### src/rtl/branch_target_predictor.sv
// Direct-mapped branch target buffer with 2-bit saturating direction counters.
// Lookup is combinational on if_pc; training happens at the clock edge from execute.
module branch_target_predictor #(
    parameter int IDX_BITS = 6
) (
    input  logic        clk,
    input  logic        rst,
    input  logic [31:0] if_pc,
    output logic        pred_taken,
    output logic [31:0] pred_target,
    input  logic        ex_valid,
    input  logic [31:0] ex_pc,
    input  logic        ex_is_branch,
    input  logic        ex_taken,
    input  logic [31:0] ex_target,
    input  logic        ex_predict_wrong,
    output logic [31:0] br_count,
    output logic [31:0] mispred_count
);

    localparam int unsigned ENTRIES = 1 << IDX_BITS;
    localparam int TAG_W = 30 - IDX_BITS;

    logic [ENTRIES-1:0] valid_q;
    logic [TAG_W-1:0]   tag_q    [ENTRIES];
    logic [31:0]        target_q [ENTRIES];
    logic [1:0]         cnt_q    [ENTRIES];

    logic [IDX_BITS-1:0] if_idx, ex_idx;
    logic [TAG_W-1:0]    if_tag, ex_tag;
    logic                if_hit, ex_hit;
    logic                unused_pc_bits;

    assign if_idx = if_pc[IDX_BITS+1:2];
    assign if_tag = if_pc[31:IDX_BITS+2];
    assign ex_idx = ex_pc[IDX_BITS+1:2];
    assign ex_tag = ex_pc[31:IDX_BITS+2];
    assign unused_pc_bits = ^{if_pc[1:0], ex_pc[1:0]};

    always_comb begin
        if_hit = valid_q[if_idx] && (tag_q[if_idx] == if_tag);
        ex_hit = valid_q[ex_idx] && (tag_q[ex_idx] == ex_tag);
        pred_taken  = if_hit && cnt_q[if_idx][1];
        pred_target = pred_taken ? target_q[if_idx] : if_pc + 32'd4;
    end

    always_ff @(posedge clk) begin
        if (rst) begin
            valid_q       <= '0;
            br_count      <= '0;
            mispred_count <= '0;
            for (int unsigned i = 0; i < ENTRIES; i++) begin
                cnt_q[i] <= 2'b01;
            end
        end else if (ex_valid) begin
            if (ex_is_branch) begin
                br_count <= br_count + 32'd1;
            end
            if (ex_predict_wrong) begin
                mispred_count <= mispred_count + 32'd1;
            end
            if (ex_is_branch && ex_hit) begin
                if (ex_taken) begin
                    target_q[ex_idx] <= ex_target;
                    if (cnt_q[ex_idx] != 2'b11) begin
                        cnt_q[ex_idx] <= cnt_q[ex_idx] + 2'd1;
                    end
                end else if (cnt_q[ex_idx] != 2'b00) begin
                    cnt_q[ex_idx] <= cnt_q[ex_idx] - 2'd1;
                end
            end else if (ex_is_branch && ex_taken) begin
                // Miss on a taken branch evicts whatever occupies the slot.
                valid_q[ex_idx]  <= 1'b1;
                tag_q[ex_idx]    <= ex_tag;
                target_q[ex_idx] <= ex_target;
                cnt_q[ex_idx]    <= 2'b10;
            end else if (!ex_is_branch && ex_hit) begin
                valid_q[ex_idx] <= 1'b0;
            end
        end
    end

endmodule

### config.mk
export PLATFORM = sky130hd
export DESIGN_NAME = branch_target_predictor
export DESIGN_NICKNAME = d
export VERILOG_FILES = /design/src/rtl/branch_target_predictor.sv
export SDC_FILE = /design/constraint.sdc
export NUM_CORES = 2
export LEC_CHECK = 0
export BUFFER_PORTS_ARGS = -buffer_cell sky130_fd_sc_hd__buf_2
export CORE_MARGIN = 2
export CORE_UTILIZATION = 25
export DETAILED_ROUTE_END_ITERATION = 12
export HOLD_SLACK_MARGIN = 0.02
export RECOVER_POWER = 50
export SLEW_MARGIN = 20
export SYNTH_ARGS = -nofsm -noshare
export SYNTH_HDL_FRONTEND = slang
export SYNTH_SLANG_ARGS = --single-unit
### constraint.sdc
create_clock -name clk -period 5.3 [get_ports clk]
set_clock_uncertainty 0.2 [all_clocks]
set_input_delay 0.795 -clock clk [delete_from_list [all_inputs] [get_ports clk]]
set_output_delay 0.795 -clock clk [all_outputs]
set_load 0.02 [all_outputs]
Word level (Yosys, flattened, before mapping)
Memories as Yosys holds them, arrays and structs flattened.
Index checks and enable logic that the tools add are counted.
{"block": "classes", "n_reduce_logical": 14, "n_eq_ne": 3, "magnitude_cmp": 3, "mux": 39, "n_addsub": 5, "n_bitwise": 7}
{"cell": "$mux W64", "n": 2}
{"cell": "$add A32 B1 Y32 const B", "n": 2}
{"cell": "$and A64 B64 Y64", "n": 1}
{"cell": "$mux W32", "n": 2}
{"cell": "$not A64 Y64", "n": 1}
{"cell": "$or A64 B64 Y64", "n": 1}
{"cell": "$eq A24 B24 Y1", "n": 2}
{"cell": "$add A32 B3 Y32 const B", "n": 1}
{"cell": "$mux W1", "n": 28}
{"cell": "$lt A6 B7 Y1 const B", "n": 2}
{"cell": "$bmux W1 S6", "n": 2}
{"cell": "$logic_and A1 B1 Y1", "n": 7}
{"cell": "$demux W1 S6", "n": 1}
{"cell": "$ge A6 B1 Y1 const B", "n": 1}
{"cell": "$mux W2", "n": 3}
{"cell": "$mux W6", "n": 1}
{"cell": "$reduce_and A2 Y1", "n": 2}
{"cell": "$reduce_bool A2 Y1", "n": 2}
{"cell": "$or A1 B1 Y1", "n": 3}
{"cell": "$reduce_and A3 Y1", "n": 1}
{"cell": "$add A2 B1 Y2 const B", "n": 1}
{"cell": "$ne A2 B2 Y1 const B", "n": 1}
{"cell": "$reduce_or A2 Y1", "n": 1}
{"cell": "$sub A2 B1 Y2 const B", "n": 1}
{"cell": "2 further kinds", "n": 2}
{"block": "totals", "ff_bits": 128, "word_cells": 77, "output_inout_bits": 97, "memories": 3, "mem_bits_rw": 3712}
{"name": "target_q", "words": 64, "word_bits": 32, "rd": 1, "rd_ports_with_merged_regs": 0, "wr": 1, "line_no": "26", "text": "logic [31:0] target_q [ENTRIES];"}
{"name": "tag_q", "words": 64, "word_bits": 24, "rd": 2, "rd_ports_with_merged_regs": 0, "wr": 1, "line_no": "25", "text": "logic [TAG_W-1:0] tag_q [ENTRIES];"}
{"name": "cnt_q", "words": 64, "word_bits": 2, "rd": 2, "rd_ports_with_merged_regs": 0, "wr": 64, "line_no": "27", "text": "logic [1:0] cnt_q [ENTRIES];"}

Logic depth before layout (Yosys ltp)
{"block": "logic_depth", "word_depth": 12, "mapped_depth": 20, "mapped_depth_nobuf": 11}

Least setup slack after synthesis
No wires, ideal clock.
{"block": "synth_timing", "path_kind": "input port to output port", "start": "input port if_pc[2]", "end": "output port pred_target[2]", "cell_stages": 14, "setup_slack_ps": -466, "t_arrival_ps": 4771, "path_cell_list": "buf_2 > clkbuf_1 > buf_1 > buf_1 > mux4_2 > a211oi_1 > a21oi_1 > mux4_2 > xnor2_1 > nand3_1 > nor3_1 > nand4_1 > buf_2 > mux2i_1"}
{"block": "synth_between", "elab_chain_cells": 5, "elab_cells_between_ends": 10}
{"item": "start, declared", "line_no": "8", "text": "input logic [31:0] if_pc,"}
{"item": "$mem_v2 Z64 W24 / $bmux W1 S6 (equally long branches)"}
{"item": "$eq A24 B24 Y1 / $mux W1 (equally long branches)", "line_no": "41", "text": "if_hit = valid_q[if_idx] && (tag_q[if_idx] == if_tag);"}
{"item": "$logic_and A1 B1 Y1", "line_no": "41"}
{"item": "$logic_and A1 B1 Y1", "line_no": "43", "text": "pred_taken = if_hit && cnt_q[if_idx][1];"}
{"item": "$mux W32 (*)", "line_no": "44", "text": "pred_target = pred_taken ? target_q[if_idx] : if_pc + 32'd4;"}
{"item": "end, declared", "line_no": "10", "text": "output logic [31:0] pred_target,"}
Mark *: on every way between the ends. The rest lies on a longest branch, timed or not. The select of a mux whose other input is x is not followed.

Worst setup path after layout
{"block": "layout_timing", "start": "input port if_pc[2]", "end": "output port pred_target[14]"}
The elaborated chain is that of the path after synthesis.

==> results.sh <==
export IMPL_mean_instance_size_in_the_synthesized_netlist_um2=19.84
export IMPL_final_wirelength_mm=579.3
export IMPL_finalInstanceArea_um2=199100
export IMPL_antenna_found_initial=47
export IMPL_num_nets_final=9350
export IMPL_hold_viol=0
export IMPL_grt_max_degree=118
export IMPL_place_ws_ps=-1411
export IMPL_worst_setup_path_end_kind="output port"
export IMPL_routabilityCongestion=0.9511
export IMPL_first_iter_violations=16280
export IMPL_holdCritPathClass="in -> reg"
export IMPL_final_max_slew_viol_count=3712
export IMPL_synth_top_flop_cell="sky130_fd_sc_hd__edfxtp_1"
export IMPL_synth_seq_area_share_pct=69.72
export IMPL_power_leakage_nw=61.77
export IMPL_dp_final_hpwl_mm=374.7
export IMPL_cts_path_max_buffers=4
export IMPL_violations_in_the_final_reports="max-capacitance violations, max-slew violations, negative setup slack"
export IMPL_relSlewSlack_pct=-113.4
export IMPL_total_number_of_h_tree_levels=5
export IMPL_cp_slowest_cell="sky130_fd_sc_hd__mux4_2"
export IMPL_floorplan_die_width_um=812.8
export IMPL_grt_pass1_wl_mm=784.4
export IMPL_cts_num_sinks=3840
export IMPL_yosys_top_cells_area="sky130_fd_sc_hd__edfxtp_1, sky130_fd_sc_hd__mux4_2, sky130_fd_sc_hd__mux2i_1"
export IMPL_fin_crit_sh_pct=122.4
export IMPL_clkTransAtPathRegs_ps=60
export IMPL_avgViaCountPerCell=5.318
export IMPL_worstPathArrival_ps=5490
export IMPL_status="finished, violations left"
export IMPL_ys_top_cells_by_count="sky130_fd_sc_hd__edfxtp_1, sky130_fd_sc_hd__mux4_2, sky130_fd_sc_hd__nor2_1, sky130_fd_sc_hd__clkbuf_1, sky130_fd_sc_hd__mux2i_1"
export IMPL_placement_cell_area_um2=185800
export IMPL_layout_drive_gt1_share_pct=34.41
export IMPL_max_cap_viol_count=58
export IMPL_cts_inserted_buffers=394
export IMPL_finalWorstSetupSlack_ps=-1190
export IMPL_timing_worst_setup_path_type="in -> out"
export IMPL_mappedNetlistNets=8348
export IMPL_power_density_nw_per_um2=336.6
export IMPL_synth_async_sr_flop_share_pct=0
export IMPL_clk_root_buffer_cell="sky130_fd_sc_hd__clkbuf_16"
export IMPL_yosys_warnings=0
export IMPL_gate_count_after_technology_mapping=8243
export IMPL_synth_edf_count=3712
export IMPL_globalRoute_totalOverflow=0
export IMPL_setup_viol_count_final=2388
export IMPL_area_growth_synth_to_final_pct=21.74
export IMPL_ys_seq_elements=3840
export IMPL_postLayoutCoreUtil_pct=30.50
export IMPL_initial_core_utilization_pct=25.05
export IMPL_grt_util_all_layers_pct=16.83
export IMPL_drc_errors=0
export IMPL_worst_slew_pin_slew_ps=3201
export IMPL_critPathLaunchType="input port"
export IMPL_synth_top_cell_by_area="sky130_fd_sc_hd__edfxtp_1"
export IMPL_yosys_area_top_type_share_pct=68.15
export IMPL_tritoncts="built"
export IMPL_period_needed_ps=6490
export IMPL_yosysUniqueCellTypes=73
export IMPL_std_cell_rows=297
export IMPL_worst_skew_pair_late_latency_ps=1040
export IMPL_avgRoutedWirePerCell_um=31.72
export IMPL_fmaxAchievable_mhz=154.1
export IMPL_boundaryPins=199
export IMPL_antenna_violating_nets_post_route=0
export IMPL_cp_data_required_time_ps=4300
export IMPL_rsz_0062_raised_after_global_routing="true"
export IMPL_drt_pass1_iter_count=8
export IMPL_irDropWorstVdd_mv=0.3124
export IMPL_die_y_um=812.8
export IMPL_syn_cell_area_um2=163600
export IMPL_number_of_global_route_vias_before_repair=92270
export IMPL_critical_path_peak_fanout=13
export IMPL_path_cells="buf_12, buf_8, buf_12, mux4_2, mux4_2, mux4_2, xnor2_4, nand4_1, nor4_2, nand4_1, buf_12, buf_16, mux2_2, buf_2"
export IMPL_vias=97100
export IMPL_port_buffers=196
export IMPL_max_stage_delay_ps=650
export IMPL_synthMostInstantiatedCell="sky130_fd_sc_hd__edfxtp_1"
export IMPL_core_area_um2=652900
export IMPL_design_die_area_um2=660700
==> final timing paths <==
kind | slack (ps) | end | start | cells after the start
worst min register to register | 300 | br_count[31] | br_count[31] | 2
worst max-delay path | -1190 | pred_target[14] | if_pc[2] | 14
worst max register to register | -130 | tag_q[29][13] | tag_q[3][2] | 13
worst min-delay path | 160 | mispred_count[0] | ex_predict_wrong | 4
==> where the power goes <==
part	switching [mW]	internal [mW]	leakage (nW)
combinational	2.97	1.97	20.8
clock	12.2	16.4	6.38
sequential	0.0346	33.4	34.6
total	15.3	51.8	61.8
==> cells by family (layout without fill, tap and decap cells) <==
| group | count (synthesis) | after routing | share of synthesized area, % |
|---|---|---|---|
| AO/OA/AOI/OAI | 790 | 790 | 3.465 |
| flip-flops | 3840 | 3840 | 69.72 |
| adder cells (fa/ha/maj) | 3 | 3 | 0.02295 |
| other | 0 | 17 | 0 |
| buffers and inverters | 636 | 1966 | 1.690 |
| AND/OR/NAND/NOR | 1139 | 1139 | 3.370 |
| XOR/XNOR | 122 | 122 | 0.6533 |
| multiplexers | 1713 | 1713 | 21.08 |
==> state kept, by name, summed over array words and instances (netlist names), named ones only <==
signal	cells
br_count	32
target_q	2048
tag_q	1536
cnt_q	128
mispred_count	32
==> stage by stage <==
step                total power [mW]  hold slack (ps)  cells  setup TNS, ps
floorplan                      36.43            272.0   8243        -182880
global placement               38.84            273.0  17500       -1481280
detailed placement             38.86            283.8  17500       -1470820
CTS                            67.21            36.95  18230         -33020
global route                   68.61            151.7  18250       -1035970
finish                         67.03            159.0  18260        -900390
==> timing repair <==
action,4_1_cts,5_1_grt
cloned,2,1
gates resized for setup,13,54
hold buffers,1,0
endpoints found under the hold margin,5,0
pin swaps,4,4
buffers inserted,4,12
setup endpoints to repair,33,56
==> layout make-up <==
type                    instances  area [µm²]
inverters                      15       58.81
fillers                     62910      453800
clock inverters               260        2814
diodes                         17       42.54
clock buffers                 464       10260
multi-input cells            3767       47900
repair buffers               1227       13150
well taps                    8671       10850
flip-flops and latches       3840      114000
==> worst max-delay path, delay by kind of cell <==
| kind | cells | cell delay, ps |
|---|---|---|
| and+or+nand+nor | 3 | 1120 |
| buffers and inverters | 6 | 1070 |
| xor gates and xnor gates | 1 | 330 |
| muxes | 4 | 2010 |
==> per-layer routing <==
layer | routed length, µm | global-route usage, % | part of all wire, %
met2 | 253600 | 25.09 | 44
met4 | 26320 | 6.397 | 4.5
met3 | 74030 | 5.112 | 13
met5 | 137 | 0 | 0.024
met1 | 225200 | 23.05 | 39
==> cells in the final DEF (no fill, tap or decap), types with 16 or more instances in the layout <==
cell                         instances
sky130_fd_sc_hd__nand3_1           162
sky130_fd_sc_hd__and3_1             34
sky130_fd_sc_hd__o31ai_1            28
sky130_fd_sc_hd__buf_2              45
sky130_fd_sc_hd__bufinv_16          52
sky130_fd_sc_hd__a211oi_1           24
sky130_fd_sc_hd__edfxtp_1         3712
sky130_fd_sc_hd__o21ai_0           105
sky130_fd_sc_hd__dfxtp_1           128
sky130_fd_sc_hd__a221oi_1          107
sky130_fd_sc_hd__buf_12            346
sky130_fd_sc_hd__nor2_1            193
sky130_fd_sc_hd__nor2b_1            40
sky130_fd_sc_hd__nor3_1            136
sky130_fd_sc_hd__o22ai_1           111
sky130_fd_sc_hd__diode_2            17
sky130_fd_sc_hd__or3_1              16
sky130_fd_sc_hd__o221ai_1           22
sky130_fd_sc_hd__mux4_2           1379
sky130_fd_sc_hd__nand2_1           228
sky130_fd_sc_hd__buf_4             651
sky130_fd_sc_hd__nor2_4            129
sky130_fd_sc_hd__a41o_1             64
sky130_fd_sc_hd__clkinvlp_4         19
sky130_fd_sc_hd__xor2_1             56
sky130_fd_sc_hd__clkbuf_16         401
sky130_fd_sc_hd__nand2b_1           59
sky130_fd_sc_hd__o21ai_1            16
sky130_fd_sc_hd__a22oi_1           116
sky130_fd_sc_hd__xnor2_1            63
sky130_fd_sc_hd__a21oi_1            97
sky130_fd_sc_hd__clkinv_1           75
sky130_fd_sc_hd__clkbuf_1          210
sky130_fd_sc_hd__nand4_1            31
sky130_fd_sc_hd__mux2i_1           272
sky130_fd_sc_hd__buf_6              23
sky130_fd_sc_hd__mux2_2             61
sky130_fd_sc_hd__clkinv_2           76
No activity file was read; power rests on OpenSTA's default activity.
